File: src/rtl/ascon_perm_pkg.sv
// Shared definitions for the Ascon permutation sequencer.
//   STATE_W      : width of the Ascon state (five 64-bit words)
//   perm_state_t : controller FSM states
//   EN_FULL/EN_TWO : chain stage-enable patterns for the 6-round and 2-round taps
//   N_*          : iteration counts per mode (fast = 6 rounds/iter, compact = 2 rounds/iter)
package ascon_perm_pkg;

  localparam int STATE_W = 320;

  typedef enum logic [1:0] {
    IDLE = 2'd0,
    RUN  = 2'd1,
    DONE = 2'd2
  } perm_state_t;

  localparam logic [5:0] EN_FULL = 6'b111111;
  localparam logic [5:0] EN_TWO  = 6'b110000;

  localparam logic [2:0] N_FAST_PA  = 3'd2;
  localparam logic [2:0] N_FAST_PB6 = 3'd1;
  localparam logic [2:0] N_FAST_PB8 = 3'd2;
  localparam logic [2:0] N_CMP_PA   = 3'd6;
  localparam logic [2:0] N_CMP_PB6  = 3'd3;
  localparam logic [2:0] N_CMP_PB8  = 3'd4;

endpackage

File: src/rtl/ascon_perm_plan.sv
// Combinational iteration plan for one permutation request.
//   pb      : 0 = p^a (12 rounds), 1 = p^b (PB_ROUNDS rounds)
//   fast    : 1 = six rounds per iteration, 0 = two rounds per iteration
//   counter : current iteration index
//   n       : number of iterations for this mode
//   is_last : counter is the final iteration
//   tap_sel : 1 = take the six-round tap, 0 = take the two-round tap
module ascon_perm_plan
  import ascon_perm_pkg::*;
#(
  parameter int PB_ROUNDS = 6
) (
  input  logic       pb,
  input  logic       fast,
  input  logic [2:0] counter,
  output logic [2:0] n,
  output logic       is_last,
  output logic       tap_sel
);

  always_comb begin
    n       = N_CMP_PA;
    tap_sel = 1'b0;
    if (fast) begin
      tap_sel = 1'b1;
      if (!pb) begin
        n = N_FAST_PA;
      end else if (PB_ROUNDS == 8) begin
        // 8 rounds in fast mode: one full 6-round pass, then a 2-round pass.
        n       = N_FAST_PB8;
        tap_sel = (counter == 3'd0);
      end else begin
        n = N_FAST_PB6;
      end
    end else begin
      if (!pb) begin
        n = N_CMP_PA;
      end else if (PB_ROUNDS == 8) begin
        n = N_CMP_PB8;
      end else begin
        n = N_CMP_PB6;
      end
    end
    is_last = (counter == (n - 3'd1));
  end

endmodule

File: src/rtl/ascon_perm_ctrl.sv
// Sequencing controller for the six-round Ascon permutation chain.
// Accepts a state and a p^a/p^b request, iterates the external chain, feeding
// the selected tap back into the state register, and returns the result.
//   clk, rst_n            : clock, synchronous active-low reset
//   start_valid/ready     : request handshake (ready only in IDLE)
//   start_state/pb/fast   : request payload, sampled on accept
//   chain_*               : drive / taps of the external p_block_chain
//   res_valid/ready/state : result handshake, state is the state register
//   busy                  : high while a request is in RUN or DONE
// Optional build macro ASCON_PERM_ABORT_EN adds an abort input that drops an
// in-flight request (RUN or DONE) and clears the state register.
module ascon_perm_ctrl
  import ascon_perm_pkg::*;
#(
  parameter int PB_ROUNDS = 6
) (
  input  logic               clk,
  input  logic               rst_n,
  input  logic               start_valid,
  output logic               start_ready,
  input  logic [STATE_W-1:0] start_state,
  input  logic               start_pb,
  input  logic               start_fast,
`ifdef ASCON_PERM_ABORT_EN
  input  logic               abort,
`endif
  output logic [STATE_W-1:0] chain_x_in,
  output logic [2:0]         chain_loop_num,
  output logic               chain_const_sel,
  output logic [5:0]         chain_enable,
  output logic               chain_compact_fast,
  input  logic [STATE_W-1:0] chain_x_out_6,
  input  logic [STATE_W-1:0] chain_x_out_2,
  output logic               res_valid,
  input  logic               res_ready,
  output logic [STATE_W-1:0] res_state,
  output logic               busy
);

  if (PB_ROUNDS != 6 && PB_ROUNDS != 8) begin : g_bad_pb_rounds
    $error("ascon_perm_ctrl: PB_ROUNDS must be 6 or 8");
  end

  perm_state_t        fsm;
  logic [STATE_W-1:0] st;
  logic [2:0]         cnt;
  logic               pb_q;
  logic               fast_q;
  logic               start_ready_q;
  logic               res_valid_q;
  logic               busy_q;

  logic [2:0]         plan_n;
  logic               plan_last;
  logic               plan_tap6;

  ascon_perm_plan #(.PB_ROUNDS(PB_ROUNDS)) u_plan (
    .pb      (pb_q),
    .fast    (fast_q),
    .counter (cnt),
    .n       (plan_n),
    .is_last (plan_last),
    .tap_sel (plan_tap6)
  );

  always_ff @(posedge clk) begin
    if (!rst_n) begin
      fsm           <= IDLE;
      st            <= '0;
      cnt           <= '0;
      pb_q          <= 1'b0;
      fast_q        <= 1'b0;
      start_ready_q <= 1'b0;
      res_valid_q   <= 1'b0;
      busy_q        <= 1'b0;
    end
`ifdef ASCON_PERM_ABORT_EN
    else if (abort && fsm != IDLE) begin
      // Abort wins over a same-cycle result handshake; the result is dropped.
      fsm           <= IDLE;
      st            <= '0;
      cnt           <= '0;
      start_ready_q <= 1'b1;
      res_valid_q   <= 1'b0;
      busy_q        <= 1'b0;
    end
`endif
    else begin
      case (fsm)
        IDLE: begin
          start_ready_q <= 1'b1;
          // Gating on the registered ready keeps the first post-reset cycle closed.
          if (start_valid && start_ready_q) begin
            st            <= start_state;
            pb_q          <= start_pb;
            fast_q        <= start_fast;
            cnt           <= '0;
            fsm           <= RUN;
            start_ready_q <= 1'b0;
            busy_q        <= 1'b1;
          end
        end
        RUN: begin
          st  <= plan_tap6 ? chain_x_out_6 : chain_x_out_2;
          cnt <= cnt + 3'd1;
          if (plan_last) begin
            fsm         <= DONE;
            res_valid_q <= 1'b1;
          end
        end
        DONE: begin
          if (res_ready) begin
            fsm           <= IDLE;
            res_valid_q   <= 1'b0;
            busy_q        <= 1'b0;
            start_ready_q <= 1'b1;
          end
        end
        default: fsm <= IDLE;
      endcase
    end
  end

  always_ff @(posedge clk) begin
    if (rst_n && fsm == RUN) begin
      assert (cnt < plan_n);
    end
  end

  assign start_ready        = start_ready_q;
  assign res_valid          = res_valid_q;
  assign busy               = busy_q;
  assign chain_x_in         = st;
  assign res_state          = st;
  assign chain_const_sel    = pb_q;
  assign chain_compact_fast = fast_q;
  assign chain_loop_num     = (fsm == RUN) ? cnt : 3'd0;
  assign chain_enable       = (fsm == RUN) ? (plan_tap6 ? EN_FULL : EN_TWO) : 6'd0;

endmodule

File: config.mk
export PLATFORM = sky130hd
export DESIGN_NAME = ascon_perm_ctrl
export DESIGN_NICKNAME = d
export VERILOG_FILES = /design/src/rtl/ascon_perm_pkg.sv /design/src/rtl/ascon_perm_plan.sv /design/src/rtl/ascon_perm_ctrl.sv
export SDC_FILE = /design/constraint.sdc
export NUM_CORES = 1
export LEC_CHECK = 0
export ABC_AREA = 1
export ABC_CLOCK_PERIOD_IN_PS = 1190
export CORE_AREA = 2 2 639 641
export CTS_BUF_LIST = sky130_fd_sc_hd__clkbuf_2 sky130_fd_sc_hd__clkbuf_4 sky130_fd_sc_hd__clkbuf_8
export CTS_CLUSTER_SIZE = 8
export DETAILED_ROUTE_END_ITERATION = 16
export DIE_AREA = 0 0 641 643
export PLACE_DENSITY = 0.3
export SYNTH_ARGS = -nofsm -noshare
export SYNTH_HDL_FRONTEND = slang
export SYNTH_SLANG_ARGS = --single-unit
File: constraint.sdc
create_clock -name clk -period 1.19 [get_ports clk]
set_input_delay 0.1785 -clock clk [delete_from_list [all_inputs] [get_ports clk]]
set_output_delay 0.1785 -clock clk [all_outputs]
set_load 0.01 [all_outputs]
* Word-level counts from Yosys, hierarchy flattened
Index checks and enable logic that the tools add are counted.
Operators by class: reduce and logical (&&, ||, !) cells 11, equality and inequality tests 6, $add $sub $neg 2, multiplexer cells 24
Operator list (count):
- 2-to-1 mux 320 bit | 2
- one-hot mux 320 bit (2 select lines) | 1
- 2-to-1 mux 3 bit | 4
- AND reduction 3 bit | 3
- 2-to-1 mux 2 bit | 4
- 2-to-1 mux 1 bit | 6
- 2-to-1 mux 6 bit | 1
- inequality test 2 bit (second input constant) | 3
- one-hot mux 1 bit (2 select lines) | 3
- one-hot mux 2 bit (3 select lines) | 1
- one-hot mux 3 bit (2 select lines) | 1
- AND reduction 2 bit | 3
- nonzero test 2 bit | 3
- 2-to-1 mux 4 bit | 1
- adder 3 x 1 -> 3 bit (second input constant) | 1
- == test 3 bit | 1
- subtractor 3 x 1 -> 3 bit (second input constant) | 1
- == test 2 x 1 -> 1 bit (second input constant) | 1
- == test 2 bit (second input constant) | 1
- zero test 2 bit | 1
- logical AND 1 bit | 1
Word-level totals: register bits 330, word-level logic and storage cells 51, bits of input ports 966

* Depth between registers and ports, before layout
Gate-level depths: netlist of run 1.
word-level depth 6, mapped depth 9, depth with buffers taken out 8

* Modules after synthesis
Synthesis of run 1 repeated with hierarchy kept, for this count alone.
Unflattened totals: cell total of the unflattened synthesis 4206, area, all modules 23877.9 um^2
Modules (own cells, without submodules):
- ascon_perm_ctrl | seq. area each 6606.3 um^2, times used 1, cells an instance 4191, area each 23807.8 um^2
- ascon_perm_plan | seq. area each 0.0 um^2, times used 1, cells an instance 15, area each 70.1 um^2

* Worst setup path after synthesis of run 1
No wires, ideal clock.
path kind register -> output, start point register fast_q, in the netlist chain_compact_fast, end point output port chain_enable[1], cell stages (with the launch flop) 7, path slack -0.358 ns, data arrival time 1.369 ns, path through dfxtp_1 > buf_2 > inv_2 > buf_6 > clkbuf_1 > nor2_1 > buf_4
Between the ends: longest elaborated chain between the ends 3
RTL lines:
- start, declared | RTL line ascon_perm_ctrl.sv:48 | logic fast_q;
- start signal, assigned | RTL line ascon_perm_ctrl.sv:96 | fast_q <= start_fast;
- 2-to-1 mux 1 bit | RTL line ascon_perm_plan.sv:24 | if (fast) begin
- 2-to-1 mux 4 bit | RTL line ascon_perm_ctrl.sv:138 | assign chain_enable = (fsm == RUN) ? (plan_tap6 ? EN_FULL : EN_TWO) : 6'd0;
- 2-to-1 mux 6 bit | RTL line ascon_perm_ctrl.sv:138
- end, declared | RTL line ascon_perm_ctrl.sv:30 | output logic [5:0] chain_enable,
Every way passes these cells.

* Worst setup path in the final report of run 1
start point register fsm[0], end point register st[30], in the netlist chain_x_in[30]
Between the ends: longest elaborated chain between the ends 3, elaborated cells between the ends (all ways) 6, classes of those cells eq/ne: 2; mux: 1; reduce/logical: 3
RTL lines:
- start, declared | RTL line ascon_perm_ctrl.sv:44 | perm_state_t fsm;
- start signal, assigned | RTL line ascon_perm_ctrl.sv:68 | fsm <= IDLE;
- start signal, assigned | RTL line ascon_perm_ctrl.sv:98 | fsm <= RUN;
- start signal, assigned | RTL line ascon_perm_ctrl.sv:107 | fsm <= DONE;
- == test 2 x 1 -> 1 bit / zero test 2 bit (equally long branches) | RTL line ascon_perm_ctrl.sv:89 | case (fsm)
- nonzero test 2 bit (no line) / inequality test 2 bit (equally long branches)
- AND reduction 2 bit (no line)
- end signal, assigned | RTL line ascon_perm_ctrl.sv:94 | st <= start_state;
- end signal, assigned | RTL line ascon_perm_ctrl.sv:104 | st <= plan_tap6 ? chain_x_out_6 : chain_x_out_2;
- end, declared | RTL line ascon_perm_ctrl.sv:45 | logic [STATE_W-1:0] st;
Parallel ways exist; a longest one is shown, timed or not. A chain may end at the register's enable or synchronous reset.

==> run summary, run 1 <==
setup tns final: -541.87 ns
cells on worst reg2reg path: 12
gr ovfl total: 0
TritonCTS clock tree: done
Logic pwr share: 50.9%
Rel. slew slack: 47.1%
DRT Wirelength: 340000 µm
GRT Total Usage: 15.5%
post-synth top area share: 34.1%
routed length per instance: 30.5 µm
maximum number of pins on one net before global-route repair: 51
Seq pwr share: 22.2%
insertion delay to the later sink of the worst-skew pair: 0.91 ns
skew final: 0.0704 ns
Worst-path clk slew: 0.08 ns
Die H: 643 µm
tightest hold margin: 0.0874 ns
root buf cell: clkbuf_8
Setup crit start kind: flop
TritonCTS buffer count: 90
hold path cells: 3
number of port buffers: 1619
gpl congestion: 0.908
Multi-input gate area: 10000 µm²
largest fanout on the critical path: 7
critical path class: flop to flop
max cap viols: 0
fill count: 46100
via count: 33700
RSZ-0062 raised after global routing: true
Pwr Density: 1080 nW/µm²
critical path capture point type: flop
CTS H-tree lvls: 3
DR pass1 iterations: 5
Placeable Area: 405000 µm²
Initial Util: 4.78%
row cnt: 234
antenna viol nets, final: 0
total die area: 412000 µm²
DRC Markers: 0
final setup fails: 984
failing checks: negative setup slack
sequential cell area: 7440 µm²
Seq cells post-synth: 330
first-pass GRT wire length: 409000 µm
clock network fraction of total power: 27.0%
VDD IR max: 0.000755 V
CP Data Required Time: 2.02 ns
Final Hold Viols: 0
initial drt markers: 2118
number of global-route vias before repair: 34100
crit share post-route: 178%
Final WS setup: -0.927 ns
DIE WIDTH: 641 µm
Worst EP arrival: 2.95 ns
Gate Count Post-Synth: 2882
worst hold path class: input pin to flop
Ys Warns: 0
Synth-to-Final Area Change: 223%
area leader, netlist: dfxtp_1
synth top area cells: dfxtp_1 34%, o21ai_0 23%, buf_4 13%, nor2_1 13%, a21oi_1 8.5%
dpl ws: -1.03 ns
Detailed Place HPWL: 286000 µm
Nets: 6556
DR vias/cell: 3.02
Net Sw Frac: 37.8%
syn avg cell area: 6.72 µm²
ratio of cells with drive above 1 in the final layout: 37.1%
post-synthesis cell type count: 22
Max clock buf depth: 4
antenna violations before repair: 268
Max Freq: 472 MHz
Ports: 1620
CTS sink count: 330
Post-Synthesis Cell Area: 19400 µm²
status: finished with violations
NetSw: 25.4 mW
syn nets: 3849
Least-Margin Pin Slew: 0.785 ns
Slew Limit Fails: 0
Final Critical Period: 2.12 ns
post-synthesis sequential area ratio: 34.1%
Int Power: 41.9 mW
Lkg Pwr: 24.1 nW
==> path summary, 6_finish.rpt <==
path / start / endpoint / slack (ns)
worst max-delay path: fsm[0] / chain_x_in[30] / -0.93
worst min register to register: busy / busy / 0.48
worst max register to register: fsm[0] / chain_x_in[30] / -0.93
worst min-delay path: start_state[67] / chain_x_in[67] / 0.09
==> state kept, by name, summed over array words and instances (netlist names) <==
| register | cells |
|---|---|
| chain_compact_fast | 1 |
| start_ready | 1 |
| chain_x_in | 320 |
| res_valid | 1 |
| chain_const_sel | 1 |
| cnt | 3 |
| fsm | 2 |
| busy | 1 |
==> kinds of logic (layout without fill, tap and decap cells) <==
logic type               Yosys count  count (layout)  synth area share (%)
AO/OA/AOI/OAI                   1293            1293                  33.4
XOR/XNOR                           1               1                0.0452
adder cells (fa/ha/maj)            1               1                0.0646
buffers and inverters            585            3352                  19.2
flip-flops                       330             330                  34.1
other                              0              75                     0
AND/OR/NAND/NOR                  672             672                  13.2
==> power by group through the flow <==
stage,sequential [mW],combinational (mW),clock (mW)
final,14.9,34.2,18.2
after detailed placement,14.4,25.7,0
after global placement,14.4,25.9,0
after floorplan,14.2,6.78,0
after global routing,15.0,35.9,19.3
after CTS,14.8,32.3,19.2
==> worst max-delay path, cell delays in order (launching register included) <==
cell     delay (ns)
dfxtp_4        0.37
buf_4          0.14
nor2_4         0.16
nand3_4        0.16
buf_12         0.19
nand2_8        0.10
buf_12         0.12
buf_16         0.15
buf_12         0.12
buf_8          0.12
buf_16         0.14
o21ai_0        0.07
a21oi_1        0.12
==> per-layer routing <==
metal	routed length, µm	up-vias	share of wire, %	GRT usage [%]
met3	24800	609	7.3	4.70
met2	170000	1541	50	28.2
met4	10200	160	3.0	3.11
met1	135000	16300	40	17.8
li1	-	15100	-	-
met5	1050	-	0.31	0
==> stage by stage <==
stage / power, mW / utilization (%) / instances / instance area (µm²)
final: 67.3 / 15.4 / 11200 / 62500
after global routing: 70.3 / 15.4 / 11100 / 62400
after CTS: 66.3 / 14.5 / 10900 / 58800
after detailed placement: 40.2 / 11.1 / 9816 / 44900
after global placement: 40.3 / 11.1 / 9816 / 44900
after floorplan: 21.0 / - / 2882 / 19500
==> area by class of cell <==
cell class | count | area share [%]
multi-input cells | 1967 | 16.0
clock inverters | 20 | 0.530
clock buffers | 132 | 2.64
diodes | 75 | 0.300
flip-flops and latches | 330 | 11.9
well taps | 5428 | 10.9
inverters | 12 | 0.122
repair buffers | 3188 | 57.7
==> synthesized netlist by cell type <==
cell type / number
buf_1: 3
inv_1: 9
buf_6: 16
o21ai_0: 891
inv_2: 3
xor2_1: 1
nor2_4: 1
o21ai_1: 71
or2_2: 2
nor3_1: 1
nor2_1: 647
nand2_4: 2
clkbuf_1: 105
clkbuf_4: 4
ha_1: 1
buf_2: 116
nand2_1: 16
a21oi_1: 331
nand3_4: 1
dfxtp_1: 330
buf_4: 329
nand3_1: 2
==> repair_timing <==
item                                    in CTS  in global routing
setup buffers                              122                168
endpoints found under the setup margin     984                984
resized for setup                         3007                745
hold buffers                               790                  0
gates cloned                                34                 36
endpoints found under the hold margin      329                  0
pin swaps                                    6                 14
==> cell usage in the layout (no fill, tap or decap), drive strengths merged <==
cell	n
a21oi	331
buf	1398
bufbuf	5
bufinv	9
clkbuf	163
clkdlybuf4s50	964
clkinv	11
dfxtp	330
diode	75
dlygate4sd3	790
ha	1
inv	12
nand2	18
nand3	3
nor2	648
nor3	1
o21ai	962
or2	2
xor2	1
(Power assumes the default switching activity.)
==> run 2: changes to the inputs <==
CORE_AREA = 5 5 623 625   (was 2 2 639 641)
DIE_AREA = 0 0 628 630   (was 0 0 641 643)
SKIP_LAST_GASP = 1   (was unset)
==> run 2 against run 1 <==
The flow still finishes with violations (negative setup slack). Core utilization rose by 0.65 points. Non-clock buffer count shrank 64. Worst hold slack improved by 0.018 ns. Via count fell by 0.35%. Highest routed layer unchanged. Global-route usage is 0.074 points higher. Die area shrank 4.0%. Worst setup slack got worse by 0.013 ns. Critical path type unchanged. Flip-flop and latch count unchanged. Clock skew rose by 0.022 ns. Cell area decreased by 1.9%. First-iteration DRC count shrank 0.71%. Fmax fell by 0.62%.
==> run summary, run 2 (synthesized netlist as in run 1, its figures left out) <==
status: finished with violations
failing checks: negative setup slack
routed length per instance: 31.0 µm (+1.5%)
Pwr Density: 1070 nW/µm² (-0.94%)
critical path class: flop to flop
max reg flops: 320 (unchanged)
number of global-route vias before repair: 33300 (-2.4%)
max cap viols: 0 (unchanged)
M1 WL: 130000 µm (-3.0%)
CP bufs+invs: 9 (+2)
Synth-to-Final Area Change: 217%
insertion delay to the later sink of the worst-skew pair: 0.89 ns (-0.02 ns)
largest fanout on the critical path: 8 (+1)
CP dominant cell by count: buf_12
Worst EP arrival: 2.90 ns (-0.05 ns)
critical path capture point type: flop
antenna viol nets, final: 0 (unchanged)
CTS H-tree lvls: 3 (unchanged)
Final Hold Viols: 0 (unchanged)
maximum number of pins on one net before global-route repair: 63 (+24%)
DRC Markers: 0 (unchanged)
Least-Margin Pin Slew: 0.669 ns (-0.116 ns)
ratio of cells with drive above 1 in the final layout: 41.5% (+4.4 points)
WL met2: 166000 µm (-2.5%)
dpl ws: -1.44 ns (-0.410 ns)
CP delay by family, top: buffers and inverters
total die area: 396000 µm² (-4.0%)
Ports: 1620 (unchanged)
hold path cells: 3 (unchanged)
worst hold path class: input pin to flop
Max stage delay cell, worst path: dfxtp_2
DR pass1 iterations: 7 (+2)
GRT Total Usage: 15.6% (+0.074 points)
Max Freq: 469 MHz (-0.62%)
Critical Path Stages: 14 (+2)
crit share post-route: 179% (+1.1 points)
antenna violations before repair: 262 (-2.2%)
Final WS setup: -0.940 ns (-0.0132 ns)
Die H: 630 µm (-2.0%)
Detailed Place HPWL: 277000 µm (-3.1%)
VDD IR max: 0.000604 V (-20%)
Max clock buf depth: 4 (unchanged)
final setup fails: 984 (unchanged)
CP Data Required Time: 1.96 ns (-0.06 ns)
DR WL met3: 25800 µm (+4.2%)
most common cell after layout, fill and taps aside: clkdlybuf4s50_1
Final Util: 16.1% (+0.65 points)
Initial Util: 5.08% (+0.30 points)
DR vias/cell: 3.14 (+4.1%)
gr ovfl total: 0 (unchanged)
number of port buffers: 1619 (unchanged)
via count: 33500 (-0.35%)
root buf cell: clkbuf_8
gpl congestion: 0.884 (-2.6%)
crit-path max cell delay: 0.32 ns (-0.05 ns)
TritonCTS clock tree: done
crit-path cells: buf_6 -> nor2_4 -> buf_12 -> nand3_4 -> buf_12 -> buf_8 -> nand2_8 -> buf_16 -> buf_12 -> buf_12 -> buf_12 -> clkbuf_16 -> o21ai_2 -> a21oi_1
Lkg Pwr: 23.6 nW (-2.4%)
Top Layer Used: met5
Placeable Area: 381000 µm² (-5.9%)
most frequent cells in the layout: 964 x clkdlybuf4s50_1, 746 x dlygate4sd3_1, 638 x nor2_1
Final Critical Period: 2.13 ns (+0.0132 ns)
Worst-path clk slew: 0.05 ns (-0.03 ns)
Setup crit start kind: flop
CTS sink count: 330 (unchanged)
DRT Wirelength: 331000 µm (-2.8%)
Slew Limit Fails: 0 (unchanged)
initial drt markers: 2103 (-0.71%)
TritonCTS buffer count: 84 (-6.7%)
cells on worst reg2reg path: 14 (+2)
first-pass GRT wire length: 401000 µm (-1.8%)
RSZ-0062 raised after global routing: true
row cnt: 227 (-3.0%)
Nets: 6486 (-1.1%)
skew final: 0.0919 ns (+0.0215 ns)
Rel. slew slack: 54.9% (+7.8 points)
DIE WIDTH: 628 µm (-2.0%)
run 2: repair_timing:
action | in CTS | in global routing
hold endpoints to repair | 330 | 2
pin swaps | 7 | 14
resized for setup | 3096 | 930
endpoints found under the setup margin | 984 | 984
hold buffers | 744 | 2
gates cloned | 40 | 18
setup buffers | 111 | 213
run 2: metal layers:
| layer | GRT usage, % | vias to the layer above |
|---|---|---|
| met4 | 2.36 | 124 |
| met3 | 5.30 | 534 |
| met2 | 28.3 | 1558 |
| li1 | - | 14900 |
| met5 | 0 | - |
| met1 | 18.0 | 16400 |
run 2: cell type report:
cell class | instances | area, µm²
antenna | 69 | 173
clock buffer | 128 | 1600
clock inverter | 12 | 150
fill | 43300 | 320000
inverter | 12 | 83.8
multi-input combinational | 1967 | 11000
sequential | 330 | 7400
tap | 5038 | 6300
timing repair buffer | 3124 | 34600
run 2: power breakdown:
| part | switching [mW] | total [mW] | leakage (nW) | internal [mW] |
|---|---|---|---|---|
| logic | 16.1 | 34.2 | 19.8 | 18.1 |
| clock network | 7.24 | 16.4 | 0.926 | 9.13 |
| registers | 2.04 | 14.9 | 2.89 | 12.8 |
run 2: stage by stage:
stage               TNS, ns  total power [mW]  hold slack (ns)  area [µm²]  std cells
global route        -637.64              68.4         -0.00291       61200      10600
finish              -512.12              65.4            0.106       61300      10700
CTS                 -658.99              63.6         0.000823       57000      10400
detailed placement  -258.24              39.1            0.466       43600       9385
floorplan             -4.70              21.0            0.352       19500       2882
global placement    -255.43              39.2            0.456       43600       9385
run 2: path summary, 6_finish.rpt:
kind / start / to / slack [ns]
worst min-delay path: start_state[199] / chain_x_in[199] / 0.11
worst max-delay path: fsm[1] / chain_x_in[109] / -0.94
worst min register to register: res_valid / res_valid / 0.52
worst max register to register: fsm[1] / chain_x_in[109] / -0.94
run 2: worst register-to-register path: cells and delay by family, from the launching register on:
family | cells | cell delay, ns
buffers and inverters | 9 | 1.22
DFF | 1 | 0.32
and+or+nand+nor | 3 | 0.32
AOI/OAI and AO/OA | 2 | 0.18
==> run 3: changes to the inputs <==
CAP_MARGIN = 40   (was unset)
==> run 3 against run 2 <==
Final cell count fell by 1.4%. Wire length fell by 1.2%. The run still ends with negative setup slack left. Highest routed layer unchanged. Combinational power fell by 7.6%.
==> run summary, run 3 (synthesized netlist as in run 1, its figures left out) <==
total die area: 396000 µm² (unchanged)
CP Data Required Time: 1.98 ns (+0.02 ns)
failing checks: negative setup slack
GRT Total Usage: 15.5% (-0.10 points)
TritonCTS buffer count: 84 (unchanged)
cell area after layout: 58500 µm² (-4.6%)
NetSw: 24.9 mW (-2.0%)
DRC Markers: 0 (unchanged)
reg2reg setup slack: -0.93 ns (about the same)
routed length per instance: 31.1 µm (+0.26%)
antenna viol nets, final: 0 (unchanged)
TritonCTS clock tree: done
Die H: 630 µm (unchanged)
insertion delay to the later sink of the worst-skew pair: 0.89 ns (about the same)
DRT Wirelength: 327000 µm (-1.2%)
number of global-route vias before repair: 33400 (+0.14%)
gr ovfl total: 0 (unchanged)
Ports: 1620 (unchanged)
VDD IR max: 0.000695 V (+15%)
Net Sw Frac: 39.4% (+0.53 points)
largest fanout on the critical path: 6 (-2)
Least-Margin Pin Slew: 0.769 ns (+0.101 ns)
Lkg Pwr: 22.3 nW (-5.4%)
number of port buffers: 1619 (unchanged)
worst hold path class: input pin to flop
Logic pwr share: 49.9% (-2.3 points)
Synth-to-Final Area Change: 202%
Initial Util: 5.08% (unchanged)
root buf cell: clkbuf_8
gpl congestion: 0.884 (unchanged)
status: finished with violations
antenna violations before repair: 255 (-2.7%)
Placed Area: 43600 µm² (about the same)
crit path capture: chain_x_in[42]
most frequent cells in the layout: 964 x clkdlybuf4s50_1, 783 x dlygate4sd3_1, 663 x o21ai_0
maximum number of pins on one net before global-route repair: 63 (unchanged)
Max clock buf depth: 4 (unchanged)
CTS H-tree lvls: 3 (unchanged)
Worst EP arrival: 2.91 ns (about the same)
Pwr Density: 1080 nW/µm² (+1.4%)
critical path capture point type: flop
Slew Limit Fails: 0 (unchanged)
Placeable Area: 381000 µm² (unchanged)
Nets: 6331 (-2.4%)
Setup crit start kind: flop
DR pass1 iterations: 5 (-2)
RSZ-0062 raised after global routing: true
initial drt markers: 2048 (-2.6%)
Seq pwr share: 23.4% (+0.7 points)
first-pass GRT wire length: 399000 µm (-0.61%)
Final Hold Viols: 0 (unchanged)
CTS sink count: 330 (unchanged)
clock network fraction of total power: 26.7% (+1.7 points)
Rel. slew slack: 48.2% (-6.8 points)
max cap viols: 0 (unchanged)
critical path class: flop to flop
Final Critical Period: 2.12 ns (-0.00848 ns)
max reg flops: 320 (unchanged)
crit share post-route: 178% (-0.71 points)
DIE WIDTH: 628 µm (unchanged)
Int Power: 38.3 mW (-4.1%)
crit path launch: fsm[1]
fill count: 43400 (+0.29%)
terminus of the critical flop-to-flop path: chain_x_in[42]
Final WS setup: -0.931 ns (+0.00848 ns)
most common cell after layout, fill and taps aside: clkdlybuf4s50_1
Max Freq: 471 MHz (+0.40%)
DR vias/cell: 3.12 (-0.67%)
FF-to-FF Start: fsm[1]
final setup fails: 984 (unchanged)
Worst-path clk slew: 0.06 ns (about the same)
Detailed Place HPWL: 277000 µm (about the same)
row cnt: 227 (unchanged)
skew final: 0.0906 ns (-0.00129 ns)
Final Util: 15.3% (-0.74 points)
cells on worst reg2reg path: 14 (unchanged)
ratio of cells with drive above 1 in the final layout: 35.9% (-5.6 points)
via count: 32800 (-2.1%)
==> run 3: cell count changes in the layout (fill, tap and decap cells not counted), sizes merged, moves of 2 or more <==
cell / change
buf: -193
clkbuf: +2
clkinv: +5
diode: -4
dlygate4sd3: +37
==> run 3: layout make-up <==
| type | instances | area (µm²) | area share (%) |
|---|---|---|---|
| antenna | 65 | 163 | 0.278 |
| sequential | 330 | 7290 | 12.5 |
| tap | 5038 | 6300 | 10.8 |
| timing repair buffer | 2969 | 32400 | 55.4 |
| inverter | 12 | 78.8 | 0.135 |
| clock inverter | 17 | 181 | 0.310 |
| clock buffer | 129 | 1620 | 2.77 |
| multi-input combinational | 1967 | 10400 | 17.8 |
==> run 3: metal layers <==
layer / global-route usage [%] / share of wire [%]
met3: 5.83 / 8.8
met5: 0 / 0.30
met2: 27.9 / 50
met1: 17.6 / 39
met4: 2.68 / 2.6
==> run 3: worst max-delay path, stage by stage, from the launching register on <==
cell and delay, ns:
dfxtp_2 0.33, buf_6 0.11, nor2_4 0.13, buf_12 0.15, nand3_4 0.09, buf_12 0.14, buf_8 0.12, nand2_8 0.10
buf_12 0.15, buf_16 0.14, buf_4 0.12, buf_6 0.10, buf_16 0.14, o21ai_2 0.05, a21oi_1 0.12
==> run 3: per-stage QoR <==
step	total power, mW	hold WS (ns)	setup WS [ns]	TNS (ns)	instances
after floorplan	21.0	0.352	-0.0608	-4.70	2882
after global placement	39.2	0.456	-1.44	-255.43	9385
after detailed placement	39.1	0.466	-1.17	-260.17	9387
after CTS	63.2	0.000189	-1.12	-670.60	10400
after global routing	66.2	0.00321	-1.09	-649.51	10500
final	63.2	0.0973	-0.931	-516.88	10500
==> run 3: how the worst min path moves through the flow <==
stage | from | endpoint | slack (ns) | depth (start not counted)
final | chain_x_out_6[236] | chain_x_in[236] | 0.1 | 3
after floorplan | start_fast | chain_compact_fast | 0.35 | 2
after global routing | chain_x_out_6[236] | chain_x_in[236] | 0.003 | 3
after CTS | chain_x_out_6[229] | chain_x_in[229] | 0.0002 | 3
after detailed placement | busy | busy | 0.47 | 2
after global placement | busy | busy | 0.46 | 2
==> run 3: timing repair <==
| action | 4_1_cts | 5_1_grt |
|---|---|---|
| pin swaps | 6 | 4 |
| hold buffers | 783 | 0 |
| setup endpoints to repair | 984 | 984 |
| buffers inserted | 83 | 47 |
| gates cloned | 28 | 18 |
| gates resized for setup | 2890 | 516 |
| hold endpoints to repair | 330 | 0 |
==> run 3: power groups by stage <==
stage	Combinational, mW	Sequential [mW]	Clock, mW
floorplan	6.78	14.2	0
CTS	30.6	14.7	17.9
global route	33.1	14.9	18.1
global placement	24.9	14.3	0
finish	31.6	14.8	16.9
detailed placement	24.8	14.3	0
